===== config.mk =====
export PLATFORM = sky130hd
export DESIGN_NAME = alu_wb
export DESIGN_NICKNAME = d
export VERILOG_FILES = /design/src/rtl/alu_wb_pkg.sv /design/src/rtl/wb_fifo.sv /design/src/rtl/alu_wb.sv
export SDC_FILE = /design/constraint.sdc
export NUM_CORES = 1
export LEC_CHECK = 0
export BUFFER_PORTS_ARGS = -buffer_cell sky130_fd_sc_hd__buf_4
export CAP_MARGIN = 0
export CELL_PAD_IN_SITES_DETAIL_PLACEMENT = 0
export CELL_PAD_IN_SITES_GLOBAL_PLACEMENT = 2
export CORE_MARGIN = 1.5
export CORE_UTILIZATION = 42
export CTS_CLUSTER_SIZE = 30
export DETAILED_ROUTE_END_ITERATION = 12
export GPL_TIMING_DRIVEN = 0
export PLACE_DENSITY = 0.9
export SYNTH_ARGS = -nofsm -noshare
export SYNTH_HDL_FRONTEND = slang
export SYNTH_SLANG_ARGS = --single-unit

===== constraint.sdc =====
create_clock -name WBi_CLK -period 33.9 [get_ports WBi_CLK]
set_input_delay 3.39 -clock WBi_CLK [delete_from_list [all_inputs] [get_ports WBi_CLK]]
set_output_delay 3.39 -clock WBi_CLK [all_outputs]
set_load 0.05 [all_outputs]

===== src/rtl/alu_wb_pkg.sv =====
// rtl/alu_wb_pkg.sv - shared writeback types: privilege constants, sequencer states, result record
package alu_wb_pkg;

    localparam int WB_XLEN  = 64;
    localparam int WB_ITAGW = 8;

    localparam logic [1:0] PRIV_U = 2'b00;
    localparam logic [1:0] PRIV_S = 2'b01;
    localparam logic [1:0] PRIV_M = 2'b11;

    typedef enum logic {
        WB_IDLE     = 1'b0,
        WB_CSR_WAIT = 1'b1
    } wb_state_e;

    typedef struct packed {
        logic [WB_ITAGW-1:0] itag;
        logic [WB_XLEN-1:0]  pc;
        logic [1:0]          priv;
        logic [4:0]          rd;
        logic                rdwe;
        logic [11:0]         csra;
        logic                csrwe;
        logic [WB_XLEN-1:0]  data1;
        logic [WB_XLEN-1:0]  data2;
    } wb_entry_t;

endpackage


===== src/rtl/wb_fifo.sv =====
// rtl/wb_fifo.sv - 2-entry in-order result buffer with flush that can preserve the head
module wb_fifo
    import alu_wb_pkg::*;
(
    input  logic      clk,
    input  logic      rst,
    input  logic      push,
    input  logic      pop,
    input  logic      flush,
    input  logic      keep_head,
    input  wb_entry_t din,
    output wb_entry_t head,
    output logic      full,
    output logic      empty
);

    wb_entry_t  mem [2];
    logic       wr_ptr;
    logic       rd_ptr;
    logic [1:0] count;

    always_ff @(posedge clk) begin
        if (push && !flush) begin
            mem[wr_ptr] <= din;
        end
    end

    always_ff @(posedge clk) begin
        if (rst) begin
            wr_ptr <= 1'b0;
            rd_ptr <= 1'b0;
            count  <= 2'd0;
        end else if (flush) begin
            rd_ptr <= rd_ptr ^ pop;
            // A head held for an outstanding CSR write survives the flush unless it leaves now
            if (keep_head && !pop) begin
                count  <= 2'd1;
                wr_ptr <= ~rd_ptr;
            end else begin
                count  <= 2'd0;
                wr_ptr <= rd_ptr ^ pop;
            end
        end else begin
            wr_ptr <= wr_ptr ^ push;
            rd_ptr <= rd_ptr ^ pop;
            count  <= count + {1'b0, push} - {1'b0, pop};
        end
    end

    assign head  = mem[rd_ptr];
    assign full  = (count == 2'd2);
    assign empty = (count == 2'd0);

endmodule


===== src/rtl/alu_wb.sv =====
// rtl/alu_wb.sv - ALU writeback stage: buffers results, sequences CSR writes, drives GPR write and retire
module alu_wb
    import alu_wb_pkg::*;
#(
    parameter int XLEN  = 64,
    parameter int ITAGW = 8
) (
    input  logic             WBi_CLK,
    input  logic             WBi_RST,
    input  logic             WBi_Flush,
    input  logic             PIP_WBi_MSC_valid,
    input  logic [ITAGW-1:0] PIP_WBi_INFO_itag,
    input  logic [XLEN-1:0]  PIP_WBi_INFO_pc,
    input  logic [1:0]       PIP_WBi_INFO_priv,
    input  logic [4:0]       PIP_WBi_INFO_rd,
    input  logic             PIP_WBi_INFO_rdwe,
    input  logic [11:0]      PIP_WBi_INFO_csra,
    input  logic             PIP_WBi_INFO_csrwe,
    input  logic [XLEN-1:0]  PIP_WBi_DATA_data1,
    input  logic [XLEN-1:0]  PIP_WBi_DATA_data2,
    output logic             PIP_WBo_FC_ready,
    output logic             GPR_WBo_we,
    output logic [4:0]       GPR_WBo_addr,
    output logic [XLEN-1:0]  GPR_WBo_data,
    output logic             CSR_WBo_we,
    output logic [11:0]      CSR_WBo_addr,
    output logic [XLEN-1:0]  CSR_WBo_data,
    input  logic             CSR_WBi_ack,
    output logic             CMT_WBo_valid,
    output logic [ITAGW-1:0] CMT_WBo_itag,
    output logic [XLEN-1:0]  CMT_WBo_pc,
    output logic [1:0]       CMT_WBo_priv
);

    wb_state_e state;
    wb_state_e state_nxt;
    wb_entry_t in_entry;
    wb_entry_t head;
    logic      full;
    logic      empty;
    logic      push;
    logic      pop;
    logic      retire;
    logic      csr_issue;

    assign PIP_WBo_FC_ready = !full;
    assign push = PIP_WBi_MSC_valid && !full && !WBi_Flush;

    always_comb begin
        in_entry       = '0;
        in_entry.itag  = WB_ITAGW'(PIP_WBi_INFO_itag);
        in_entry.pc    = WB_XLEN'(PIP_WBi_INFO_pc);
        in_entry.priv  = PIP_WBi_INFO_priv;
        in_entry.rd    = PIP_WBi_INFO_rd;
        in_entry.rdwe  = PIP_WBi_INFO_rdwe;
        in_entry.csra  = PIP_WBi_INFO_csra;
        in_entry.csrwe = PIP_WBi_INFO_csrwe;
        in_entry.data1 = WB_XLEN'(PIP_WBi_DATA_data1);
        in_entry.data2 = WB_XLEN'(PIP_WBi_DATA_data2);
    end

    wb_fifo u_fifo (
        .clk       (WBi_CLK),
        .rst       (WBi_RST),
        .push      (push),
        .pop       (pop),
        .flush     (WBi_Flush),
        .keep_head (state == WB_CSR_WAIT),
        .din       (in_entry),
        .head      (head),
        .full      (full),
        .empty     (empty)
    );

    always_ff @(posedge WBi_CLK) begin
        if (WBi_RST) begin
            state <= WB_IDLE;
        end else begin
            state <= state_nxt;
        end
    end

    always_comb begin
        state_nxt = state;
        case (state)
            WB_IDLE:     if (!empty && !WBi_Flush && head.csrwe) state_nxt = WB_CSR_WAIT;
            WB_CSR_WAIT: if (CSR_WBi_ack) state_nxt = WB_IDLE;
            default:     state_nxt = WB_IDLE;
        endcase
    end

    // The head is only examined from the registered FIFO state, so a fresh push is never popped early
    always_comb begin
        pop       = 1'b0;
        retire    = 1'b0;
        csr_issue = 1'b0;
        case (state)
            WB_IDLE: begin
                if (!empty && !WBi_Flush) begin
                    if (head.csrwe) begin
                        csr_issue = 1'b1;
                    end else begin
                        pop    = 1'b1;
                        retire = 1'b1;
                    end
                end
            end
            WB_CSR_WAIT: begin
                if (CSR_WBi_ack) begin
                    pop    = 1'b1;
                    retire = 1'b1;
                end
            end
            default: ;
        endcase
    end

    always_ff @(posedge WBi_CLK) begin
        if (WBi_RST) begin
            GPR_WBo_we    <= 1'b0;
            GPR_WBo_addr  <= '0;
            GPR_WBo_data  <= '0;
            CSR_WBo_we    <= 1'b0;
            CSR_WBo_addr  <= '0;
            CSR_WBo_data  <= '0;
            CMT_WBo_valid <= 1'b0;
            CMT_WBo_itag  <= '0;
            CMT_WBo_pc    <= '0;
            CMT_WBo_priv  <= PRIV_M;
        end else begin
            GPR_WBo_we    <= retire && head.rdwe && (head.rd != 5'd0);
            CMT_WBo_valid <= retire;
            if (retire) begin
                GPR_WBo_addr <= head.rd;
                GPR_WBo_data <= head.data1[XLEN-1:0];
                CMT_WBo_itag <= head.itag[ITAGW-1:0];
                CMT_WBo_pc   <= head.pc[XLEN-1:0];
                CMT_WBo_priv <= head.priv;
            end
            if (csr_issue) begin
                CSR_WBo_we   <= 1'b1;
                CSR_WBo_addr <= head.csra;
                CSR_WBo_data <= head.data2[XLEN-1:0];
            end else if (retire) begin
                CSR_WBo_we   <= 1'b0;
            end
        end
    end

endmodule


# ---- Word-level counts from Yosys, hierarchy flattened
# Memories as Yosys holds them, arrays and structs flattened. A register that Yosys moved wholly into a read port is not among the register bits.
# Cells that the tools add are included.
dict set report totals {
  mem_bits_rw 442
  inputBits 226
  regBits 227
  word_cells 56
  n_memories 1
}
dict set report classes {
  eq_ne 1
  reduce_logical 15
  n_bitwise 4
  n_addsub 2
  muxes 19
}
# name depth width rd rd_ports_with_merged_regs wr line_no
set mem_list {}
lappend mem_list {u_fifo.mem 2 221 1 1 1 wb_fifo.sv:17} ;# wb_entry_t mem [2];
# op count
set op_table {}
lappend op_table {{1-bit two-way mux} 16}
lappend op_table {{1-bit logical AND} 8}
lappend op_table {{5-bit nonzero test} 1}
lappend op_table {{1-bit logical NOT} 4}
lappend op_table {{1-bit case mux with 2 select lines} 2}
lappend op_table {{2-bit by 1-bit adder with 2-bit output} 1}
lappend op_table {{2-bit == test (second input constant)} 1}
lappend op_table {{2-bit logical NOT} 1}
lappend op_table {{2-bit two-way mux} 1}
lappend op_table {{1-bit NOT} 2}
lappend op_table {{2-bit nonzero test} 1}
lappend op_table {{2-bit by 1-bit subtractor with 2-bit output} 1}
lappend op_table {{1-bit bitwise XOR} 2}

# ---- Depth between registers and ports, before layout
# Gate-level depths: netlist of the first run.
dict set report depth {
  ltp_word 9
  ltp_mapped 11
  depth_no_buf 9
}

# ---- Modules after synthesis
# Synthesis of the first run repeated with hierarchy kept, for this count alone.
dict set report hier_totals {
  cells_unflattened 1682
  area_unflattened_um2 25929.9
}
# mod area_each_um2 cells_each instances seq_area_each_um2
set modules_own_cells {}
lappend modules_own_cells {wb_fifo 16878.7 713 1 13352.8}
lappend modules_own_cells {alu_wb 9051.2 969 1 4464.3}

# ---- Worst setup path after synthesis of the first run
# No wires, ideal clock.
dict set report synth_path {
  path_type {input -> register}
  from {in WBi_Flush}
  to {mem u_fifo.mem[0][0] (netlist name), enable pin}
  arrival_time_ps 18653
  cell_stages 3
  setup_slack_ps 14170
  required_ps 32823
  n_path_buf 1
  path_cell_list {clkbuf_1 -> nand2b_1 -> nor3_1}
}
dict set report synth_between {
  elab_chain_cells 5
}
# element line_no
set synth_rtl {}
lappend synth_rtl {{from (decl)} alu_wb.sv:10} ;# input logic WBi_Flush,
lappend synth_rtl {{1-bit logical NOT (*)} {wb_fifo.sv:23, alu_wb.sv:47}}
lappend synth_rtl {{1-bit logical AND} alu_wb.sv:47} ;# assign push = PIP_WBi_MSC_valid && !full && !WBi_Flush;
lappend synth_rtl {{1-bit logical AND (*)} wb_fifo.sv:23} ;# if (push && !flush) begin
lappend synth_rtl {{1-bit two-way mux (*)} wb_fifo.sv:23}
lappend synth_rtl {{1-bit two-way mux (implied by the code) (*)} wb_fifo.sv:24} ;# mem[wr_ptr] <= din;
lappend synth_rtl {{to (decl)} wb_fifo.sv:17}
# Every way passes the cells marked *; elsewhere a longest branch is shown, timed or not.

==> results.ini, run 1 <==
[global_routing]
grt.overflow.total=0
grt_use_total_pct=19.9
grt_first_pass_wirelength_um=91100
grt_antenna_before_repair=12
grt_max_degree=64
first_global_vias=15637

[setup_path]
crit_type=in2reg
crit-reg2reg-launch=u_fifo.rd_ptr
setup.reg_to_reg.worst_slack_ns=31.19
cp-end-kind=register
arrival_ns=5.64
endpoint_of_the_worst_register_to_register_path=u_fifo.count[1]
worstSetupStartpointType=primary input
worst-r2r-cell-count=11
critical_path.max_fanout=10
required_ns=34.38

[cells_and_area]
final_layout_size_suffix_gt1_share_pct=29.1
n_fill_cell=4788
finalCoreUtilization_pct=54.6
layout.nets=2409
syn_to_final_growth_pct=28.9

[sta]
max_freq_mhz=194
worst_relative_slew_slack_pct=39.6
final_sum_of_negative_setup_slack_ns=0
timing_hold_violations_final=0
setup_viol=0
grt_setup_unrepaired=false
timing.final.crit_period_ns=5.16
skew_ns=0.0224
timing.final.max_slew_violations=0
max_slew.worst_pin.slew_ns=0.906
finalCritPeriodShare_pct=15.2

[routing]
post_drt_via_cell_ratio=4.98
remaining_antenna_violation_count=0
firstDrtPassIters=7
drt_drc_violations_left=0
dr.first_iter.drc_count=679
avgRoutedWirePerCell_um=20.5
via_count=15068
drt_wl_total_um=61900

[yosys]
ys_ff_latch=669
syn_nets=1860
synth_sequential_area_ratio_pct=71.4
synth_flop_cell=edfxtp_1
synth.avg_cell_area_um2=15.3
share_of_flip_flops_with_an_asynchronous_set_or_reset_pct=0
netlist-cell-type-count=37
synth_cells=1632
netlist_area_um2=25000
number_of_flops_mapped_to_enable_cells_by_yosys=442
ys_warn_count=0

[cts]
clockBufferDepth=3
post-cts-setup-buffers=0
clock_sinks=669
clkSlewWorstSetupHoldPaths_ns=0.06
cts_tree=yes
numCtsBuffers=73
htree_levels=3
cts_hold_buffers=0
clock_insertion_delay_worst_skew_ns=0.61
clockRootBuffer=clkbuf_16
cts_repair_resize_count=0

[die]
io_pins=449
design.die.area_um2=60900
floorplan.initialDensity_pct=42.4
num_rows=89
die_w_um=247
die_h_um=247
core_area_um2=58900

[min_path]
hold_path_end=CSR_WBo_we
hold_path.startpoint=CSR_WBo_we
min-delay-path-class=reg2reg
min_delay_path_depth=2

[placed_design]
dp_hpwl_um=43900
replace_congestion=0.790
portBuffers=446

[flow_run]
timing.max_cap.violations=0

[pwr]
p_leak_nw=12.1
p_per_area_nw_per_um2=57.3
max-vdd-ir-drop_mv=0.0349

[status]
status=complete, no violations

-- cell usage after synthesis (2+ instances only) --
master	number	share of area, %
nor2_1	149	2.2
a211oi_1	78	2.3
dfxtp_1	227	18
mux2_2	13	0.59
ha_1	2	0.10
mux2i_1	219	8.8
nand2_1	2	0.030
buf_6	13	0.59
nand2b_1	3	0.075
mux2_1	130	5.9
buf_2	25	0.50
a21oi_1	4	0.080
buf_1	7	0.11
clkbuf_1	73	1.1
inv_1	4	0.060
a31oi_1	76	1.9
nor3_1	2	0.040
edfxtp_1	442	53
nor2b_1	145	3.6
-- how the worst max path moves through the flow --
stage / start / end / slack, ns / cells past startpoint
2_1_floorplan: WBi_Flush / u_fifo.mem[0][0] / 14.17 / 3
3_3_place_gp: WBi_Flush / u_fifo.mem[0][113] / 4.22 / 3
3_5_place_dp: WBi_RST / GPR_WBo_data[8] / 28.00 / 5
4_1_cts: WBi_RST / GPR_WBo_data[8] / 28.63 / 5
5_1_grt: WBi_Flush / u_fifo.count[1] / 28.46 / 10
6_report: WBi_RST / GPR_WBo_data[8] / 28.74 / 5
-- power by group --
group / leakage (nW) / internal (mW) / switching [mW] / total [mW]
registers: 5.89 / 0.896 / 0.00758 / 0.903
clock network: 1.22 / 0.485 / 0.324 / 0.809
logic: 4.96 / 0.0505 / 0.0801 / 0.131
total: 12.1 / 1.43 / 0.412 / 1.84
-- cell type report --
class	count	area (um2)	share of cell area, %
buffer	119	579	1.80
clock buffer	95	2050	6.38
multi-input combinational	840	6560	20.4
tap	773	967	3.00
timing repair buffer	474	3720	11.6
sequential	669	17800	55.4
antenna	12	30.0	0.0933
clock inverter	39	442	1.37
inverter	4	15.0	0.0466
-- registers in the layout (all words and copies together), names as in the netlist, 5 cells and up --
name / flops
GPR_WBo_addr: 5
CSR_WBo_data: 64
CMT_WBo_pc: 64
u_fifo.mem: 442
CMT_WBo_itag: 8
CSR_WBo_addr: 12
GPR_WBo_data: 64
-- metrics by stage --
step	std cells	hold WS (ns)	setup slack [ns]	total power, mW	instance area [um2]
floorplan	1632	0.498	14.17	1.00	25000
global placement	2851	0.497	4.22	1.06	29300
detailed placement	2879	0.507	28.00	1.05	29700
CTS	3013	0.515	28.63	1.86	32200
global route	3025	0.562	28.46	1.91	32200
finish	3025	0.511	28.74	1.84	32200
-- placed cells by master (no fill, tap or decap), types with 12 or more instances in the layout --
cell type,count
buf_4,449
edfxtp_1,442
dfxtp_1,227
mux2i_1,219
nor2_1,149
nor2b_1,145
mux2_1,130
clkbuf_1,84
a211oi_1,78
a31oi_1,76
clkbuf_16,76
buf_6,32
buf_2,25
clkinv_2,15
mux2_2,13
diode_2,12
-- metal layers --
metal / GRT usage [%] / part of all wire, % / vias up
met5: 0 / 0 / -
met4: 10.4 / 3.9 / 0
met3: 4.60 / 5.7 / 119
met2: 33.4 / 50 / 416
met1: 23.9 / 40 / 7381
li1: - / - / 7152
-- kinds of logic (layout without fill, tap and decap cells) --
kind of cell             count (synthesis)  in the layout  synth area share, %
other                                    0             12                    0
XOR/XNOR                                 2              2               0.0702
flip-flops                             669            669                 71.4
multiplexers                           363            363                 15.3
AO/OA/AOI/OAI                          163            163                 4.51
buffers and inverters                  123            731                 2.38
adder cells (fa/ha/maj)                  2              2                0.100
AND/OR/NAND/NOR                        310            310                 6.28
-- critical path: stages --
cell	delay, ns
clkbuf_1	0.66
clkbuf_1	0.61
clkbuf_1	0.54
nor2_1	0.12
mux2_1	0.31
Note: power is estimated with default switching activity, not from simulation.
==> inputs of run 2 (changes only) <==
--- a/config.mk
+++ b/config.mk
@@ -10,11 +10,11 @@
 export CELL_PAD_IN_SITES_DETAIL_PLACEMENT = 0
 export CELL_PAD_IN_SITES_GLOBAL_PLACEMENT = 2
 export CORE_MARGIN = 1.5
-export CORE_UTILIZATION = 42
+export CORE_UTILIZATION = 39
 export CTS_CLUSTER_SIZE = 30
 export DETAILED_ROUTE_END_ITERATION = 12
 export GPL_TIMING_DRIVEN = 0
-export PLACE_DENSITY = 0.9
+export PLACE_DENSITY = 0.85
 export SYNTH_ARGS = -nofsm -noshare
 export SYNTH_HDL_FRONTEND = slang
 export SYNTH_SLANG_ARGS = --single-unit
==> constraint.sdc (replaced) <==
create_clock -name WBi_CLK -period 5.1 [get_ports WBi_CLK]
set_input_delay 0.51 -clock WBi_CLK [delete_from_list [all_inputs] [get_ports WBi_CLK]]
set_output_delay 0.51 -clock WBi_CLK [all_outputs]
set_load 0.05 [all_outputs]
==> run 2 against run 1 <==
  * Sequential power rose to 6.6 times the previous value
  * Hold slack got worse by 0.43 ns
  * First-iteration DRC count fell by 6.6%
  * Combinational power rose to 6.8 times the previous value
  * Global-route usage fell by 1.1 points
  * Sequential share of layout area fell by 0.18 points
  * Clock skew rose by 0.0022 ns
  * Worst setup slack got worse by 26 ns
  * Die area rose by 7.6%
  * Critical path depth rose by 6
  * Non-clock buffer count fell by 9
==> results.ini, run 2 (same netlist as run 1, synthesis figures left out) <==
[routing]
drt_wl_total_um=63100
detailroute.wirelength.met2_um=31600
firstDrtPassIters=5
routed-wl-met3_um=3300
met1_length_um=25600
avgRoutedWirePerCell_um=20.4
drt_drc_violations_left=0
remaining_antenna_violation_count=0
post_drt_via_cell_ratio=4.90
dr.first_iter.drc_count=634
top_layer=met5
via_count=15130

[setup_path]
critical_path.startpoint=u_fifo.rd_ptr
required_ns=5.59
setup.worst_path.end=u_fifo.count[1]
crit_type=reg2reg
worst-r2r-cell-count=11
setup.reg_to_reg.worst_slack_ns=2.39
crit-reg2reg-launch=u_fifo.rd_ptr
worstSetupStartpointType=register
arrival_ns=3.20
endpoint_of_the_worst_register_to_register_path=u_fifo.count[1]
cp-end-kind=register
critical_path.max_fanout=10

[sta]
skew_ns=0.0246
timing.final.max_slew_violations=0
timing.final.crit_period_ns=2.71
grt_setup_unrepaired=false
timing_hold_violations_final=0
worst_relative_slew_slack_pct=31.8
final.setup.worst_slack_ns=2.39
setup_viol=0
max_freq_mhz=369
max_slew.worst_pin.slew_ns=1.02
finalCritPeriodShare_pct=53.2
fin_hold_ws_ns=0.0851

[pwr]
p_leak_nw=12.1
max-vdd-ir-drop_mv=0.290
p_per_area_nw_per_um2=374

[global_routing]
grt_max_degree=65
first_global_vias=15780
grt.overflow.total=0
grt_use_total_pct=18.9
grt_antenna_before_repair=7
grt_first_pass_wirelength_um=94100

[cts]
clockBufferDepth=3
cts_tree=yes
clock_insertion_delay_worst_skew_ns=0.61
numCtsBuffers=73
clock_sinks=669
clkSlewWorstSetupHoldPaths_ns=0.06
htree_levels=3
clockRootBuffer=clkbuf_16
cts_hold_buffers=0
post-cts-setup-buffers=0
cts_repair_resize_count=0

[placed_design]
portBuffers=446
dp_hpwl_um=45000
replace_congestion=0.771
dp_slack_ns=1.97
dp_area_um2=29900

[flow_run]
timing.max_cap.violations=0

[cells_and_area]
finished_layout_cell_area_um2=32300
syn_to_final_growth_pct=29.4
largest_register=u_fifo.mem
n_fill_cell=5397
largest_register_ff_count=442
layout.nets=2400
commonest_non_fill_non_tap_cell_in_the_layout=buf_4
finalCoreUtilization_pct=51.1
mostFrequentLayoutCells=buf_4 (447), edfxtp_1 (442), dfxtp_1 (227)
final_layout_size_suffix_gt1_share_pct=28.3

[die]
floorplan.initialDensity_pct=39.5
die_h_um=256
design.die.area_um2=65500
die_w_um=256
core_area_um2=63200
io_pins=449
num_rows=92

[min_path]
min-delay-path-class=in2reg

[status]
status=complete, no violations

## run 2: worst min path at each step
stage                                start                 end  slack (ns)  cells after the start
finish                  PIP_WBi_INFO_csrwe  u_fifo.mem[0][128]        0.09                      1
global route        PIP_WBi_DATA_data2[47]   u_fifo.mem[0][47]        0.05                      1
CTS                 PIP_WBi_DATA_data2[47]   u_fifo.mem[0][47]        0.03                      1
detailed placement              CSR_WBo_we          CSR_WBo_we        0.50                      2
global placement           CMT_WBo_priv[0]     CMT_WBo_priv[0]        0.50                      2
floorplan               u_fifo.mem[1][147]     CMT_WBo_priv[0]        0.50                      2
## run 2: report_power, final
group	total (mW)	switching (mW)	leakage, nW	internal [mW]
sequential	6.00	0.0498	5.89	5.95
clock	5.18	2.12	1.17	3.06
combinational	0.888	0.537	4.99	0.351
total	12.1	2.71	12.1	9.37
## run 2: through the flow
step / cells / total power, mW / setup TNS (ns)
floorplan: 1632 / 6.61 / -312.15
global placement: 2924 / 6.98 / -1287.00
detailed placement: 2943 / 7.02 / 0
CTS: 3079 / 12.2 / 0
global route: 3085 / 12.5 / 0
finish: 3085 / 12.1 / 0
## run 2: worst max-delay path: stages (launching register included)
cell and delay, ns:
dfxtp_1 0.30, buf_2 0.12, mux2_4 0.28, o41a_1 0.20, clkbuf_1 0.62, inv_1 0.10
ha_1 0.30, inv_1 0.04, ha_1 0.17, xor2_1 0.18, nor2_1 0.06, nor4b_1 0.23
## run 2: layer usage
metal	track usage, %	up-vias
met5	0	-
met2	32.4	350
met1	22.2	7525
met3	4.66	122
li1	-	7131
met4	8.91	2
## run 2: area by class of cell
type | instances | area [um2] | area share (%)
Sequential cell | 669 | 17800 | 55.2
Multi-Input combinational cell | 840 | 6570 | 20.4
Timing Repair Buffer | 465 | 3850 | 11.9
Clock buffer | 97 | 2020 | 6.25
Tap cell | 846 | 1060 | 3.28
Buffer | 119 | 589 | 1.82
Clock inverter | 39 | 359 | 1.11
Inverter | 4 | 15.0 | 0.0465
Antenna cell | 6 | 15.0 | 0.0465
